File: src/rtl/rst_seq_ctrl.sv
// =============================================================================
// Module      : rst_seq_ctrl
// Description : Reset sequencer. It synchronises release of the global async
//               reset, then releases N_DOM domain resets in index order with a
//               programmable gap. It also re-runs the release from any domain
//               that software requests. Optional macro RST_SEQ_CNT_EN adds a
//               saturating restart counter.
// Revision    : 1.0 - initial release
// =============================================================================
`default_nettype none

module rst_seq_ctrl #(
    parameter int N_DOM    = 4,
    parameter int DLY_W    = 8,
    parameter int SYNC_STG = 2
) (
    input  logic             clk,
    input  logic             arst,
    input  logic [DLY_W-1:0] cfg_gap,
    input  logic [N_DOM-1:0] sw_req,
    output logic [N_DOM-1:0] rst_out,
    output logic             busy,
    output logic             done
`ifdef RST_SEQ_CNT_EN
    ,
    output logic [7:0]       restart_cnt
`endif
);

    localparam int IDX_W = $clog2(N_DOM);

    localparam logic [1:0] S_SYNC = 2'd0;
    localparam logic [1:0] S_GAP  = 2'd1;
    localparam logic [1:0] S_REL  = 2'd2;
    localparam logic [1:0] S_RUN  = 2'd3;

    logic [SYNC_STG-1:0] r_sync;
    logic [1:0]          r_state;
    logic [1:0]          w_state_nxt;
    logic [IDX_W-1:0]    r_idx;
    logic [IDX_W-1:0]    w_idx_nxt;
    logic [DLY_W-1:0]    r_cnt;
    logic [DLY_W-1:0]    w_cnt_nxt;
    logic [DLY_W-1:0]    w_eff_gap;
    logic [N_DOM-1:0]    w_rst_nxt;
    logic [N_DOM-1:0]    w_req_mask;
    logic [IDX_W:0]      w_req_idx;
    logic [IDX_W:0]      w_first_on;
    logic                w_sync_rel;
    logic                w_accept;
    logic                w_busy_nxt;
    logic                w_done_nxt;

    always_ff @(posedge clk or posedge arst) begin
        if (arst) begin
            r_sync <= '0;
        end else begin
            r_sync <= {r_sync[SYNC_STG-2:0], 1'b1};
        end
    end

    // The chain fills as a thermometer code, so the FSM leaves SYNC on the
    // same edge that loads a 1 into the last stage.
    assign w_sync_rel = r_sync[SYNC_STG-2] | r_sync[SYNC_STG-1];
    assign w_eff_gap  = (cfg_gap == '0) ? DLY_W'(1) : cfg_gap;

    // Lowest requested domain and lowest domain still held in reset.
    // If there is no match, the result is N_DOM.
    always_comb begin
        w_req_idx  = (IDX_W+1)'(N_DOM);
        w_first_on = (IDX_W+1)'(N_DOM);
        w_req_mask = '0;
        for (int i = N_DOM - 1; i >= 0; i--) begin
            if (sw_req[i]) begin
                w_req_idx = (IDX_W+1)'(i);
            end
            if (rst_out[i]) begin
                w_first_on = (IDX_W+1)'(i);
            end
        end
        for (int i = 0; i < N_DOM; i++) begin
            w_req_mask[i] = ((IDX_W+1)'(i) >= w_req_idx);
        end
    end

    assign w_accept = (r_state != S_SYNC) && (w_req_idx < w_first_on);

    always_ff @(posedge clk or posedge arst) begin
        if (arst) begin
            r_state <= S_SYNC;
            r_idx   <= '0;
            r_cnt   <= '0;
            rst_out <= '1;
            busy    <= 1'b1;
            done    <= 1'b0;
        end else begin
            r_state <= w_state_nxt;
            r_idx   <= w_idx_nxt;
            r_cnt   <= w_cnt_nxt;
            rst_out <= w_rst_nxt;
            busy    <= w_busy_nxt;
            done    <= w_done_nxt;
        end
    end

    always_comb begin
        w_state_nxt = r_state;
        w_idx_nxt   = r_idx;
        w_cnt_nxt   = r_cnt;
        if (w_accept) begin
            w_state_nxt = S_GAP;
            w_idx_nxt   = w_req_idx[IDX_W-1:0];
            w_cnt_nxt   = w_eff_gap;
        end else begin
            case (r_state)
                S_SYNC: begin
                    if (w_sync_rel) begin
                        w_state_nxt = S_GAP;
                        w_cnt_nxt   = w_eff_gap;
                    end
                end
                S_GAP: begin
                    if (r_cnt <= DLY_W'(1)) begin
                        w_state_nxt = S_REL;
                    end else begin
                        w_cnt_nxt = r_cnt - DLY_W'(1);
                    end
                end
                S_REL: begin
                    if (r_idx == IDX_W'(N_DOM - 1)) begin
                        w_state_nxt = S_RUN;
                    end else begin
                        w_state_nxt = S_GAP;
                        w_idx_nxt   = r_idx + IDX_W'(1);
                        w_cnt_nxt   = w_eff_gap;
                    end
                end
                default: w_state_nxt = S_RUN;
            endcase
        end
    end

    // An accepted request takes priority over a release in the same cycle.
    always_comb begin
        w_rst_nxt = rst_out;
        if (w_accept) begin
            w_rst_nxt = rst_out | w_req_mask;
        end else if (r_state == S_REL) begin
            w_rst_nxt[r_idx] = 1'b0;
        end
        w_busy_nxt = (w_state_nxt != S_RUN);
        w_done_nxt = (w_state_nxt == S_RUN);
    end

`ifdef RST_SEQ_CNT_EN
    logic [7:0] r_restart;

    always_ff @(posedge clk or posedge arst) begin
        if (arst) begin
            r_restart <= '0;
        end else if (w_accept && (r_restart != 8'hFF)) begin
            r_restart <= r_restart + 8'd1;
        end
    end

    assign restart_cnt = r_restart;
`endif

endmodule

`default_nettype wire

File: config.mk
export PLATFORM = sky130hd
export DESIGN_NAME = rst_seq_ctrl
export DESIGN_NICKNAME = d
export VERILOG_FILES = /design/src/rtl/rst_seq_ctrl.sv
export SDC_FILE = /design/constraint.sdc
export NUM_CORES = 1
export LEC_CHECK = 0
export CAP_MARGIN = 20
export CORE_MARGIN = 3
export CORE_UTILIZATION = 29
export CTS_BUF_LIST = sky130_fd_sc_hd__clkbuf_4 sky130_fd_sc_hd__clkbuf_8
export CTS_CLUSTER_DIAMETER = 80
export DETAILED_ROUTE_END_ITERATION = 7
export SETUP_SLACK_MARGIN = 0.2
export SYNTH_ARGS = -nofsm -noshare
export SYNTH_HDL_FRONTEND = slang
export SYNTH_SLANG_ARGS = --single-unit
File: constraint.sdc
create_clock -name clk -period 2.2 [get_ports clk]
set_input_delay 0.55 -clock clk [delete_from_list [all_inputs] [get_ports clk]]
set_output_delay 0.55 -clock clk [all_outputs]
set_load 0.05 [all_outputs]
After elaboration in Yosys (flattened, before gate mapping)
Cells that the tools add are included.
- register bits after elaboration: 20
- bits in latches: 0
- memory bits (writable): 0
- bits in read-only memories: 0
- input bits: 14
- output and inout bits: 6
- logic and storage cells: 65
- memories kept: 0
- add/subtract/negate cells: 2
- multipliers: 0
- div/mod/pow operators: 0
- order comparisons: 8
- eq/ne operators: 9
- shift operators: 0
- mux-type cells: 26
- bitwise gates (word level): 4
- reductions and logical operators: 9
- operators with widths (kind ; number):
    two-way mux 8 bit ; 5
    two-way mux 3 bit ; 8
    one-hot mux 8 bit (3 select lines) ; 1
    two-way mux 2 bit ; 7
    inequality test 3 bit, second input constant ; 3
    less-or-equal comparator 8 x 1 -> 1 bit, second input constant ; 1
    zero test 8 bit ; 1
    two-way mux 4 bit ; 2
    subtractor 8 x 1 -> 8 bit, second input constant ; 1
    == test 2 bit, second input constant ; 3
    greater-or-equal comparator 1 x 3 -> 1 bit, first input constant ; 2
    greater-or-equal comparator 2 x 3 -> 1 bit, first input constant ; 2
    one-hot mux 2 bit (3 select lines) ; 1
    bitwise AND 4 bit ; 1
    inequality test 2 bit, second input constant ; 2
    inverter 4 bit ; 1
    bitwise OR 4 bit ; 1
    AND reduction 4 bit ; 1
    nonzero test 2 bit ; 2
    nonzero test 4 bit ; 1
    < comparator 2 x 3 -> 1 bit, second input constant ; 1
    < comparator 3 bit ; 1
    adder 2 x 1 -> 2 bit, second input constant ; 1
    demux 1 bit (select 2 bit) ; 1
    other kinds (7) ; 8

Logic depth before layout (Yosys ltp)
- depth after elaboration: 8
- mapped depth: 10
- gate-level depth less buffers: 9

Worst setup path after synthesis
No wires, ideal clock.
- path kind: flip-flop to flip-flop
- start point: reg rst_out[2]
- end point: reg r_cnt[3]
- data arrival time: 2.216 ns
- setup slack: -0.110 ns
- stages on the path, launching flop included: 10
- clock period less this slack: 2.310 ns
- cells stage by stage: dfstp_2 -> o21ai_0 -> ha_1 -> inv_1 -> o31a_1 -> nand2_2 -> a31o_4 -> buf_12 -> mux2i_1 -> a221oi_2
- longest elaborated chain between the ends: 7
- elaborated cells between the ends (all ways): 11
- those cells by class: order compare (1); eq/ne (3); mux (4); reduce/logical (3)
- RTL lines (what ; line ; RTL):
    start: declaration ; 21 ; output logic [N_DOM-1:0] rst_out,
    start signal: assignment ; 100 ; rst_out <= w_rst_nxt;
    two-way mux 3 bit (*) (3 in a row) ; 77 ; if (rst_out[i]) begin
    < comparator 3 bit (*) ; 86 ; assign w_accept = (r_state != S_SYNC) && (w_req_idx < w_first_on);
    logical AND 1 bit (*) ; 86 ;
    inequality test 3 bit (no source line) / nonzero test 4 bit (equally long branches) ; -- ;
    AND reduction 4 bit (no source line) ; -- ;
    end signal: assignment ; 99 ; r_cnt <= w_cnt_nxt;
    end: declaration ; 42 ; logic [DLY_W-1:0] r_cnt;
Mark *: on every way between the ends. The rest lies on a longest branch, timed or not.
A chain may end at the register's enable or synchronous reset.

Final worst setup path
- start point: in sw_req[3]
- end point: reg r_cnt[0]
- longest elaborated chain between the ends: 8
- elaborated cells between the ends (all ways): 12
- those cells by class: order compare (1); eq/ne (3); mux (5); reduce/logical (3)
- RTL lines (what ; line ; RTL):
    start: declaration ; 20 ; input logic [N_DOM-1:0] sw_req,
    two-way mux 3 bit (*) (4 in a row) ; 74 ; if (sw_req[i]) begin
    < comparator 3 bit (*) ; 86 ;
    logical AND 1 bit (*) ; 86 ;
    inequality test 3 bit (no source line) / nonzero test 4 bit (equally long branches) ; -- ;
    AND reduction 4 bit (no source line) ; -- ;
Marked as above.

==> metrics.md <==
| Metric | Value |
|---|---|
| # fillers | `425` |
| Cell Pwr Density | `1170 nW/µm²` |
| Initial drt markers | `55` |
| YS warnings | `0` |
| Via density | `5.16` |
| Layout cells sized above 1 | `0.385` |
| Worst-path cell chain | `buf_4 > nor2_2 > nor3_4 > ha_4 > inv_2 > o31a_1 > nand2_2 > a31oi_2 > buf_4 > buf_6 > nor3_4 > a211oi_2` |
| Asr flop ratio synth | `1.00` |
| Count leader, synth | `dfrtp_1` |
| CP max-delay cell | `o31a_1` |
| Outcome | `completed` |
| Die Footprint | `5480 µm²` |
| Final setup fails | `0` |
| Initial antenna violation count | `0` |
| Area occupied by multi-input gates | `911 µm²` |
| Net count, final | `210` |
| Inserted Diodes | `0` |
| Tmin final | `2060 ps` |
| Flops & latches, synth | `20` |
| Tot Pwr | `2280 µW` |
| CTS Buf Count | `3` |
| Critical Path AT | `2210 ps` |
| Worst Hold Class | `flop to flop` |
| Synth Instances | `143` |
| WL per Instance | `15.0 µm` |
| Post-synth EDFFs | `0` |
| Overflow after GRT | `0` |
| DRC | `0` |
| Placement Cell Area | `1670 µm²` |
| Fin crit share | `0.938` |
| Routability Congestion | `0.846` |
| First-pass GRT wire length | `5.60 mm` |
| Final Util | `0.440` |
| Post-synthesis sequential area ratio | `0.378` |
| Largest cells by area after synthesis | `dfrtp_1 (28%), dfstp_2 (9.8%), ha_1 (7.5%), mux2i_1 (5.2%), nor2_1 (3.9%)` |
| MaxCap Viol Count | `0` |
| Max-slew violations | `0` |
| CTS Root Cell | `clkbuf_8` |
| Clock Pin Slew Worst Setup and Hold Paths | `80 ps` |
| Dpl cells | `224` |
| WL final | `3.58 mm` |
| Chip width | `74.0 µm` |
| RSZ-0062 raised after global routing | `yes` |
| Crit start category | `input port` |
| Number of global-route vias before repair | `1,250` |
| Avg Cell Area, Syn | `9.38 µm²` |
| Sink Count | `20` |
| Reg area | `507 µm²` |
| Mapped Nets | `165` |
| Final hold violation count | `0` |
| F_max | `0.484 GHz` |
| Main synth FF type | `dfrtp_1` |
| Final instance area | `1940 µm²` |
| Clock skew | `6.38 ps` |
| CTS tree | `done` |
| Detailed placer's ending HPWL | `2.31 mm` |
| Most frequent cells after synthesis | `dfrtp_1 (15), nor2_1 (14), inv_1 (12)` |
| Gr usage total | `0.131` |
| Synth cell types | `41` |
| H-tree levels | `1` |
| Crit path capture type | `flop` |
| IO Pins | `20` |
| Standard-cell rows | `24` |
| Yosys top cell area share | `0.280` |
| Largest area contributor in the netlist | `dfrtp_1` |
| Clock latency on the worst-skew pair | `260 ps` |
| Post-Syn Area | `1340 µm²` |
| CP Class | `input port to flop` |
| Max clock buf depth | `2` |
| First-pass DRT Iterations | `4` |
| Final ANT Viol Nets | `0` |
| Crit-path max FO | `6` |
| Die H | `74.0 µm` |
| Largest stage delay on the critical path | `290 ps` |
| Layout Cells excl Fill | `239` |
| Initial core utilization | `0.304` |
| Worst VDD drop | `0.570 mV` |
| Area Growth Syn to Fin | `44.8%` |
| IO Port Bufs | `19` |
| Pin count of the biggest net entering global routing | `21` |
| Post-CTS Hold Buffers | `0` |
| Via count | `1,234` |
| Required time of the critical path | `2350 ps` |
| Leak Pwr | `0.000851 µW` |
| Core box area | `4410 µm²` |
==> worst max-delay path, delay by kind of cell <==
family                     cells  cell delay [ps]
AOI/OAI and AO/OA              3              440
adders and majority gates      1              260
buffers and inverters          4              460
and+or+nand+nor                4              510
==> layout make-up <==
class,count,share of cell area
Multi-Input combinational cell,109,0.469
Sequential cell,20,0.261
Timing Repair Buffer,42,0.185
Tap cell,52,0.0335
Clock buffer,4,0.0284
Inverter,12,0.0232
==> path summary, 6_finish.rpt <==
check                      startpoint          to  slack (ps)  cells past startpoint
min                         r_sync[0]   r_sync[1]         420                      0
min reg2reg                 r_sync[0]   r_sync[1]         420                      0
max reg2reg                rst_out[2]    r_cnt[0]         150                     10
max in group asynchronous        arst  rst_out[1]        1310                      3
min in group asynchronous        arst    r_cnt[5]         610                      3
max                         sw_req[3]    r_cnt[0]         140                     12
==> routing by layer <==
metal  vias to the layer above  track usage  wire (µm)
li1                        602            -          -
met2                        35        0.223       1780
met1                       595        0.170       1570
met5                         -            0          0
met3                         2       0.0378        219
met4                         0       0.0181          8
==> registers in the layout, summed over array words and instances (netlist names) <==
| name | count |
|---|---|
| r_cnt | 8 |
| rst_out | 4 |
| r_idx | 2 |
| r_state | 2 |
| r_sync | 2 |
| busy | 1 |
| done | 1 |
==> power by group <==
part           switching, µW  internal, µW  total [µW]
logic                    698           627        1320
clock network            128           159         288
registers                140           528         668
==> metrics by stage <==
| step | setup WS (ps) | TNS (ps) | hold WS, ps |
|---|---|---|---|
| global placement | -566 | -7610 | 396 |
| floorplan | -60.5 | -77.5 | 377 |
| finish | 136 | 0 | 422 |
| detailed placement | -619 | -7800 | 413 |
| CTS | 83.1 | 0 | 421 |
| global route | 61.6 | 0 | 442 |
==> timing repair <==
action | in CTS | in global routing
setup buffers | 6 | 3
setup endpoints to repair | 18 | 18
resized for setup | 31 | 20
pin swaps | 20 | 12
gates cloned | 2 | 0
==> placed cells by master (no fill, tap or decap), drive strengths merged, types with 2 or more instances in the layout <==
master / netlist / routed
nor4: 5 / 5
clkdlybuf4s50: 0 / 10
clkbuf: 0 / 4
nand2b: 3 / 3
o22ai: 2 / 2
dfrtp: 15 / 15
ha: 8 / 8
o211a: 2 / 2
dfstp: 5 / 5
a31o: 1 / 2
o2bb2ai: 4 / 4
mux2i: 7 / 7
nor2b: 5 / 5
and3: 2 / 2
a21oi: 9 / 9
and2: 1 / 2
nor3: 11 / 11
buf: 4 / 32
o21ai: 6 / 6
nand2: 10 / 10
inv: 12 / 12
a31oi: 3 / 3
nor2: 14 / 14
==> logic make-up after synthesis <==
family,share of synthesized area
buffers and inverters,0.0616
adders and majority gates,0.0746
and+or+nand+nor,0.209
other,0.00280
muxes,0.0522
DFF,0.378
AOI/OAI and AO/OA,0.215
xor gates and xnor gates,0.00653
(Power assumes the default switching activity.)
